[config.mk]
export PLATFORM = sky130hd
export DESIGN_NAME = card_dealer_flat
export DESIGN_NICKNAME = d
export VERILOG_FILES = /design/src/rtl/card_pkg.sv /design/src/rtl/card_dealer_if.sv /design/src/rtl/card_counter.sv /design/src/rtl/card_dealer.sv /design/src/flat_wrapper.sv
export SDC_FILE = /design/constraint.sdc
export NUM_CORES = 1
export LEC_CHECK = 0
export ABC_AREA = 1
export BUFFER_PORTS_ARGS = -buffer_cell sky130_fd_sc_hd__buf_2
export CAP_MARGIN = 20
export CORE_MARGIN = 1.5
export CORE_UTILIZATION = 57
export CTS_CLUSTER_SIZE = 25
export DETAILED_ROUTE_END_ITERATION = 16
export PLACE_DENSITY_LB_ADDON = 0.08
export SETUP_SLACK_MARGIN = 0.4
export SYNTH_ARGS = -nofsm -noshare
export SYNTH_HDL_FRONTEND = slang
export SYNTH_SLANG_ARGS = --single-unit
export TNS_END_PERCENT = 10
[constraint.sdc]
create_clock -name clk -period 4.8 [get_ports clk]
set_input_delay 0.24 -clock clk [delete_from_list [all_inputs] [get_ports clk]]
set_output_delay 0.24 -clock clk [all_outputs]
set_load 0.02 [all_outputs]
[src/rtl/card_pkg.sv]
`default_nettype none
// ============================================================================
// Module      : card_pkg
// Description : Shared card types, constants and dealer FSM state encoding.
// Revision    : 1.0 - initial release
// ============================================================================
package card_pkg;

    typedef logic [3:0] card_t;

    localparam card_t CARD_BLANK   = 4'd0;
    localparam card_t CARD_ACE     = 4'd1;
    localparam card_t CARD_KING    = 4'd13;

    localparam int    PLAYER_SLOTS = 3;
    localparam int    DEALER_SLOTS = 3;

    typedef enum logic [1:0] {
        IDLE = 2'd0,
        DRAW = 2'd1,
        ACK  = 2'd2
    } dealer_state_t;

endpackage
`default_nettype wire

[src/rtl/card_dealer_if.sv]
`default_nettype none
// ============================================================================
// Module      : card_dealer_if
// Description : Deal request/acknowledge handshake and slot read-out bundle.
// Revision    : 1.0 - initial release
// ============================================================================
interface card_dealer_if #(
    parameter int NUM_SLOTS = 6
);
    logic                   deal_req;
    logic [2:0]             slot_sel;
    logic                   clear_hands;
    logic                   deal_ack;
    logic                   deal_err;
    logic                   busy;
    logic [3:0]             last_card;
    logic [NUM_SLOTS*4-1:0] cards;

    modport master (
        output deal_req, slot_sel, clear_hands,
        input  deal_ack, deal_err, busy, last_card, cards
    );

    modport slave (
        input  deal_req, slot_sel, clear_hands,
        output deal_ack, deal_err, busy, last_card, cards
    );
endinterface
`default_nettype wire

[src/rtl/card_counter.sv]
`default_nettype none
// ============================================================================
// Module      : card_counter
// Description : Free-running modulo counter cycling CARD_MIN..CARD_MAX.
// Revision    : 1.0 - initial release
// ============================================================================
module card_counter #(
    parameter int CARD_MIN = 1,
    parameter int CARD_MAX = 13
) (
    input  wire logic       clk,
    input  wire logic       resetb,
    output logic [3:0]      o_count
);
    logic [3:0] r_count;

    always_ff @(posedge clk) begin
        if (!resetb) begin
            r_count <= 4'(CARD_MIN);
        end else if (r_count >= 4'(CARD_MAX)) begin
            r_count <= 4'(CARD_MIN);
        end else begin
            r_count <= r_count + 4'd1;
        end
    end

    assign o_count = r_count;
endmodule
`default_nettype wire

[src/rtl/card_dealer.sv]
`default_nettype none
// ============================================================================
// Module      : card_dealer
// Description : Snapshots the shuffle counter into hand slots on a 4-phase deal.
// Revision    : 1.0 - initial release
// ============================================================================
module card_dealer
    import card_pkg::*;
#(
    parameter int NUM_SLOTS = 6,
    parameter int CARD_MIN  = 1,
    parameter int CARD_MAX  = 13
) (
    input  wire logic     clk,
    input  wire logic     resetb,
    card_dealer_if.slave  bus
);
    dealer_state_t r_state;
    card_t         r_slots [NUM_SLOTS];
    card_t         r_last_card;
    logic [2:0]    r_slot_q;
    logic          r_ack;
    logic          r_err;
    logic          r_busy;
    card_t         w_count;
    logic          w_writable;

    card_counter #(
        .CARD_MIN (CARD_MIN),
        .CARD_MAX (CARD_MAX)
    ) u_counter (
        .clk     (clk),
        .resetb  (resetb),
        .o_count (w_count)
    );

    // Out-of-range indices match no slot, so they fall out as not writable.
    always_comb begin
        w_writable = 1'b0;
        for (int i = 0; i < NUM_SLOTS; i++) begin
            if (r_slot_q == 3'(i) && r_slots[i] == CARD_BLANK) begin
                w_writable = 1'b1;
            end
        end
    end

    always_ff @(posedge clk) begin
        if (!resetb) begin
            r_state     <= IDLE;
            r_last_card <= CARD_BLANK;
            r_slot_q    <= 3'd0;
            r_ack       <= 1'b0;
            r_err       <= 1'b0;
            r_busy      <= 1'b0;
            for (int i = 0; i < NUM_SLOTS; i++) begin
                r_slots[i] <= CARD_BLANK;
            end
        end else begin
            case (r_state)
                IDLE: begin
                    if (bus.clear_hands) begin
                        r_last_card <= CARD_BLANK;
                        for (int i = 0; i < NUM_SLOTS; i++) begin
                            r_slots[i] <= CARD_BLANK;
                        end
                    end else if (bus.deal_req) begin
                        r_slot_q <= bus.slot_sel;
                        r_busy   <= 1'b1;
                        r_state  <= DRAW;
                    end
                end
                DRAW: begin
                    if (w_writable) begin
                        r_last_card <= w_count;
                        for (int i = 0; i < NUM_SLOTS; i++) begin
                            if (r_slot_q == 3'(i)) begin
                                r_slots[i] <= w_count;
                            end
                        end
                    end
                    r_err   <= !w_writable;
                    r_ack   <= 1'b1;
                    r_state <= ACK;
                end
                ACK: begin
                    if (!bus.deal_req) begin
                        r_ack   <= 1'b0;
                        r_err   <= 1'b0;
                        r_busy  <= 1'b0;
                        r_state <= IDLE;
                    end
                end
                default: begin
                    r_ack   <= 1'b0;
                    r_err   <= 1'b0;
                    r_busy  <= 1'b0;
                    r_state <= IDLE;
                end
            endcase
        end
    end

    for (genvar g = 0; g < NUM_SLOTS; g++) begin : g_cards
        assign bus.cards[4*g +: 4] = r_slots[g];
    end

    assign bus.deal_ack  = r_ack;
    assign bus.deal_err  = r_err;
    assign bus.busy      = r_busy;
    assign bus.last_card = r_last_card;
endmodule
`default_nettype wire

[src/flat_wrapper.sv]
// flat-port wrapper written by rule: the top's interface ports become plain ports
module card_dealer_flat import card_pkg::*;
#(
    parameter int NUM_SLOTS = 6,
    parameter int CARD_MIN  = 1,
    parameter int CARD_MAX  = 13
)
  (clk, resetb, bus_deal_req, bus_slot_sel, bus_clear_hands, bus_deal_ack, bus_deal_err, bus_busy, bus_last_card, bus_cards);
  card_dealer_if #(.NUM_SLOTS(NUM_SLOTS)) bus_i ();
  input  wire logic clk;
  input  wire logic resetb;
  input wire logic [$bits(bus_i.deal_req)-1:0] bus_deal_req;
  input wire logic [$bits(bus_i.slot_sel)-1:0] bus_slot_sel;
  input wire logic [$bits(bus_i.clear_hands)-1:0] bus_clear_hands;
  output wire logic [$bits(bus_i.deal_ack)-1:0] bus_deal_ack;
  output wire logic [$bits(bus_i.deal_err)-1:0] bus_deal_err;
  output wire logic [$bits(bus_i.busy)-1:0] bus_busy;
  output wire logic [$bits(bus_i.last_card)-1:0] bus_last_card;
  output wire logic [$bits(bus_i.cards)-1:0] bus_cards;
  assign bus_i.deal_req = bus_deal_req;
  assign bus_i.slot_sel = bus_slot_sel;
  assign bus_i.clear_hands = bus_clear_hands;
  assign bus_deal_ack = bus_i.deal_ack;
  assign bus_deal_err = bus_i.deal_err;
  assign bus_busy = bus_i.busy;
  assign bus_last_card = bus_i.last_card;
  assign bus_cards = bus_i.cards;
  card_dealer #(.NUM_SLOTS(NUM_SLOTS), .CARD_MIN(CARD_MIN), .CARD_MAX(CARD_MAX)) u_core (.clk(clk), .resetb(resetb), .bus(bus_i));
endmodule
# Word level (Yosys, flattened, before mapping)
# Memories as Yosys holds them, arrays and structs flattened.
# Index checks and enable logic that the tools add are counted.
dict set report totals {
  reg_bits 16
  mem_bits_rw 24
  input_bits 7
  output_inout_bits 31
  word_cells 126
  memories 1
}
dict set report op_classes {
  n_addsub 1
  n_lt_le_gt_ge 1
  n_eq_ne 12
  mux 66
  bitwise 16
  n_reduce_logical 22
}
# name words word_bits rd rd_ports_with_merged_regs wr line_no
set mem_list {}
lappend mem_list {u_core.r_slots 6 4 6 0 6 card_dealer.sv:19} ;# card_t r_slots [NUM_SLOTS];
# operator n
set ops {}
lappend ops {{$mux 4} 14}
lappend ops {{$mux 1} 44}
lappend ops {{$logic_not 4->1} 6}
lappend ops {{$or 1x1->1} 12}
lappend ops {{$pmux 1 s3} 3}
lappend ops {{$reduce_and 3->1} 3}
lappend ops {{$ne 2x2->1 const B} 4}
lappend ops {{$pmux 4 s2} 1}
lappend ops {{$eq 3x2->1 const B} 2}
lappend ops {{$eq 3x3->1 const B} 2}
lappend ops {{$logic_and 1x1->1} 6}
lappend ops {{$mux 2} 3}
lappend ops {{$pmux 2 s3} 1}
lappend ops {{$add 4x1->4 const B} 1}
lappend ops {{$ge 4x4->1 const B} 1}
lappend ops {{$not 1->1} 4}
lappend ops {{$reduce_and 4->1} 1}
lappend ops {{$eq 3x1->1 const B} 1}
lappend ops {{$logic_not 3->1} 1}
lappend ops {{$eq 2x1->1 const B} 1}
lappend ops {{$eq 2x2->1 const B} 1}
lappend ops {{$logic_not 2->1} 1}
lappend ops {{$ne 2x1->1 const B} 1}
lappend ops {{$reduce_and 2->1} 1}
lappend ops {{other kinds (3)} 3}

# Logic depth before layout (Yosys ltp)
dict set report logic_depth {
  depth_word 13
  depth_mapped 9
  mapped_depth_nobuf 9
}

# Cells and area by module
# From an unflattened synthesis, not the netlist that was laid out.
dict set report hier_totals {
  hier_cells 200
  hier_area_um2 1815.5
}
# module n_inst cells_each area_per_inst_um2 seq_area_each_um2
set by_module_without_submodules {}
lappend by_module_without_submodules {card_dealer 1 174 1609.0 960.9}
lappend by_module_without_submodules {card_counter 1 26 206.4 80.1}

# Worst setup path before layout
# OpenSTA, ideal clock, no wires.
dict set report synth_path {
  kind {register to register}
  start {memory u_core.r_slots[0][3] in the netlist's numbering}
  end {memory u_core.r_slots[0][10] in the netlist's numbering (enable)}
  setup_time_ns 0.308
  arrival_ns 1.393
  required_time_ns 4.492
  path_slack_ns 3.100
  path_stages_with_launch 10
  n_path_buf 0
  synth_period_minus_slack_ns 1.700
  cell_sequence {edfxtp_1 nor2_1 nand2_1 nor2_1 nor2_1 nand3_2 nand2_4 nor2_8 nand2_4 nand2_1}
}
# item line_no
set synth_lines {}
lappend synth_lines {{start, declared} card_dealer.sv:19}

==> metrics.md <==
| Metric | Value |
|---|---|
| Status | `complete, no violations` |
| Slew headroom | `59.5%` |
| Diodes inserted | `0` |
| Post-synthesis cell count | `197` |
| Vias in the first global route | `1317` |
| Slowest CP cell | `edfxtp_1` |
| Crit path launch type | `flip-flop` |
| Fraction of layout cells with a size suffix above 1 | `24.5%` |
| Post-Layout Cell Count | `274` |
| Final Slew Violations | `0` |
| Pwr/cell area | `331 mW/mm^2` |
| Final nets | `250` |
| Fillcell total | `270` |
| Synthesis Warnings | `0` |
| WL final | `3480 um` |
| Initial core utilization | `59.2%` |
| Die footprint | `0.00346 sq mm` |
| Critical Path AT | `1.82 ns` |
| Fin. Hold Viols | `0` |
| Int Pwr | `489 uW` |
| Max VDD drop | `0.231 mV` |
| Clk pin slew, worst setup/hold paths | `0.11 ns` |
| Area growth, synth to finish | `15.8%` |
| GRT Overall Usage | `22.0%` |
| Setup Crit Path Kind | `reg -> reg` |
| Register share of total power | `58.3%` |
| Clock sinks | `40` |
| Drt drc | `0` |
| Worst stage delay on the critical path | `0.41 ns` |
| Initial antenna violation count | `0` |
| Sequential area share after synthesis | `58.6%` |
| Commonest non-fill, non-tap cells in the layout | `nor2_1, buf_2, nand2_1` |
| Number of buffers created by CTS | `5` |
| Die height | `58.8 um` |
| Routed wire per std cell | `12.7 um` |
| Placement Rows | `20` |
| Synth cell types | `20` |
| Switching Share | `28.1%` |
| Most common cell on crit path | `nor2_1` |
| Post-CTS Resized | `0` |
| Die width | `58.8 um` |
| Fmax | `566 MHz` |
| First-pass GRT wire length | `5550 um` |
| CP cell instances | `nor2_1, nand2_1, nor2_1, nor2_1, nand3_2, nand2_4, nor2_8, nand2_4, nand2_1` |
| Min Tclk post-route | `1.77 ns` |
| Via-to-Cell Ratio | `5.14` |
| Skew-Pair Late Insertion Delay | `0.35 ns` |
| CORE AREA | `0.00300 sq mm` |
| Clock power share | `25.9%` |
| Grt ovf | `0` |
| Family with the most delay on the worst path | `simple AND/OR/NAND/NOR gates` |
| Fin crit share | `36.8%` |
| Buf+Inv Stages, Crit Path | `0` |
| Pin count of the biggest net entering global routing | `12` |
| GRT met1 Usage | `25.5%` |
| Number of DRC markers in iteration 0 | `55` |
| Max Cap Viol | `0` |
| Via Count | `1408` |
| Mean area per synthesized cell | `9.02 sq um` |
| Max Root-Sink Buffers | `2` |
| Leak | `1.07 nW` |
| Syn_nets | `207` |
| I/O Buffers | `37` |
| Number of H-tree levels | `2` |
| Io pins | `38` |
| Final setup fails | `0` |
| Final setup TNS | `0 ns` |
| Placed insts | `266` |
| Synth top area share | `40.6%` |
| Clock Skew | `0.00922 ns` |
| Post-DP HPWL | `2580 um` |
| Post-route ant nets | `0` |
| M3 GR Usage | `6.59%` |
| Ranking of synthesized cells by area | `edfxtp_1, dfxtp_1, nor2_1` |
| Endpoint class of the critical path | `flip-flop` |
| Hold Path Class | `in -> reg` |
| Yosys reg bits | `40` |
| GRT met2 Usage | `37.6%` |
| Leading cell type in the layout, fill and taps excluded | `nor2_1` |
| GPL Wtd Cong | `0.858` |
| Logic pwr share | `15.8%` |
| Post-CTS Setup Bufs | `0` |
| RSZ-0062 raised after global routing | `no` |
| First-pass DRT Iterations | `4` |
| Crit path max fanout | `9` |
| Worst slew pin tran | `0.607 ns` |
| Net Sw Power | `191 uW` |
| Grt peak-use layer | `met2` |
| Root Driver | `clkbuf_4` |
| Post-CTS Hold Buffers | `0` |
| CTS tree | `done` |
| Synth Cell Area | `0.00178 sq mm` |
| Worst EP required | `4.85 ns` |
| Synth area leader | `edfxtp_1` |
power groups by stage:
stage	logic, mW	registers [mW]	clock network (mW)
after CTS	0.108	0.397	0.179
after floorplan	0.0549	0.424	0
after detailed placement	0.108	0.405	0
final	0.107	0.397	0.176
after global placement	0.104	0.403	0
after global routing	0.119	0.400	0.195
per-layer routing:
layer / vias up / share of wire, %
li1: 715 / -
met1: 637 / 43
met2: 47 / 48
met3: 9 / 6.4
met4: 0 / 2.3
met5: - / 0
layout make-up:
| class | count | area, sq um | share of cell area [%] |
|---|---|---|---|
| inverters | 26 | 97.6 | 4.74 |
| repair buffers | 37 | 185 | 9.00 |
| well taps | 33 | 41.3 | 2.01 |
| multi-input cells | 130 | 633 | 30.8 |
| clock buffers | 8 | 58.8 | 2.86 |
| flip-flops and latches | 40 | 1040 | 50.6 |
logic make-up (layout without fill, tap and decap cells):
kind of cell	after synthesis	after routing	share of synthesized area [%]
flops	40	40	58.6
compound gates	18	18	5.21
xor+xnor	1	1	0.493
fa+ha+maj	3	3	2.11
simple gates	108	108	27.8
buf+inv	27	71	5.77
synthesized netlist by cell type, drive strengths merged:
cell,count
nor3,1
nor2,62
buf,1
o21ai,4
nand2,31
edfxtp,24
ha,3
a21oi,13
o21a,1
nand3,13
xnor2,1
nand4,1
dfxtp,16
inv,26
worst min-delay path: stages:
cell and delay (ns):
buf_2 0.08, o21ai_0 0.07, a21oi_1 0.11
final timing paths:
kind	from	endpoint	slack (ns)	cells after the start
max reg2reg	u_core.r_slots[0][4]$_SDFFCE_PN0P_	u_core.r_slots[0][7]$_SDFFCE_PN0P_	3.03	9
max	u_core.r_slots[0][4]$_SDFFCE_PN0P_	u_core.r_slots[0][7]$_SDFFCE_PN0P_	3.03	9
min reg2reg	u_core.u_counter.o_count[0]$_SDFF_PP1_	u_core.u_counter.o_count[0]$_SDFF_PP1_	0.47	1
min	bus_slot_sel[2]	u_core.r_slot_q[2]$_SDFFE_PN0P_	0.19	3
per-stage QoR:
step | total power, mW | util, % | cell area (sq um) | hold slack, ns | setup slack (ns)
final | 0.680 | 68.5 | 2060 | 0.190 | 3.03
after global routing | 0.713 | 68.5 | 2060 | 0.189 | 2.85
after CTS | 0.684 | 68.5 | 2060 | 0.170 | 3.01
after detailed placement | 0.513 | 66.5 | 2000 | 0.445 | 3.02
after global placement | 0.507 | 66.5 | 2000 | 0.430 | 3.13
after floorplan | 0.479 | - | 1780 | 0.411 | 3.10
sequential cells by signal, summed over array words and instances, names as in the netlist:
name / count
u_core.r_state: 2
u_core.bus.deal_ack: 1
u_core.bus.last_card: 4
u_core.r_slots: 24
u_core.u_counter.o_count: 4
u_core.bus.busy: 1
u_core.r_slot_q: 3
u_core.bus.deal_err: 1
No activity file was read; power rests on OpenSTA's default activity.
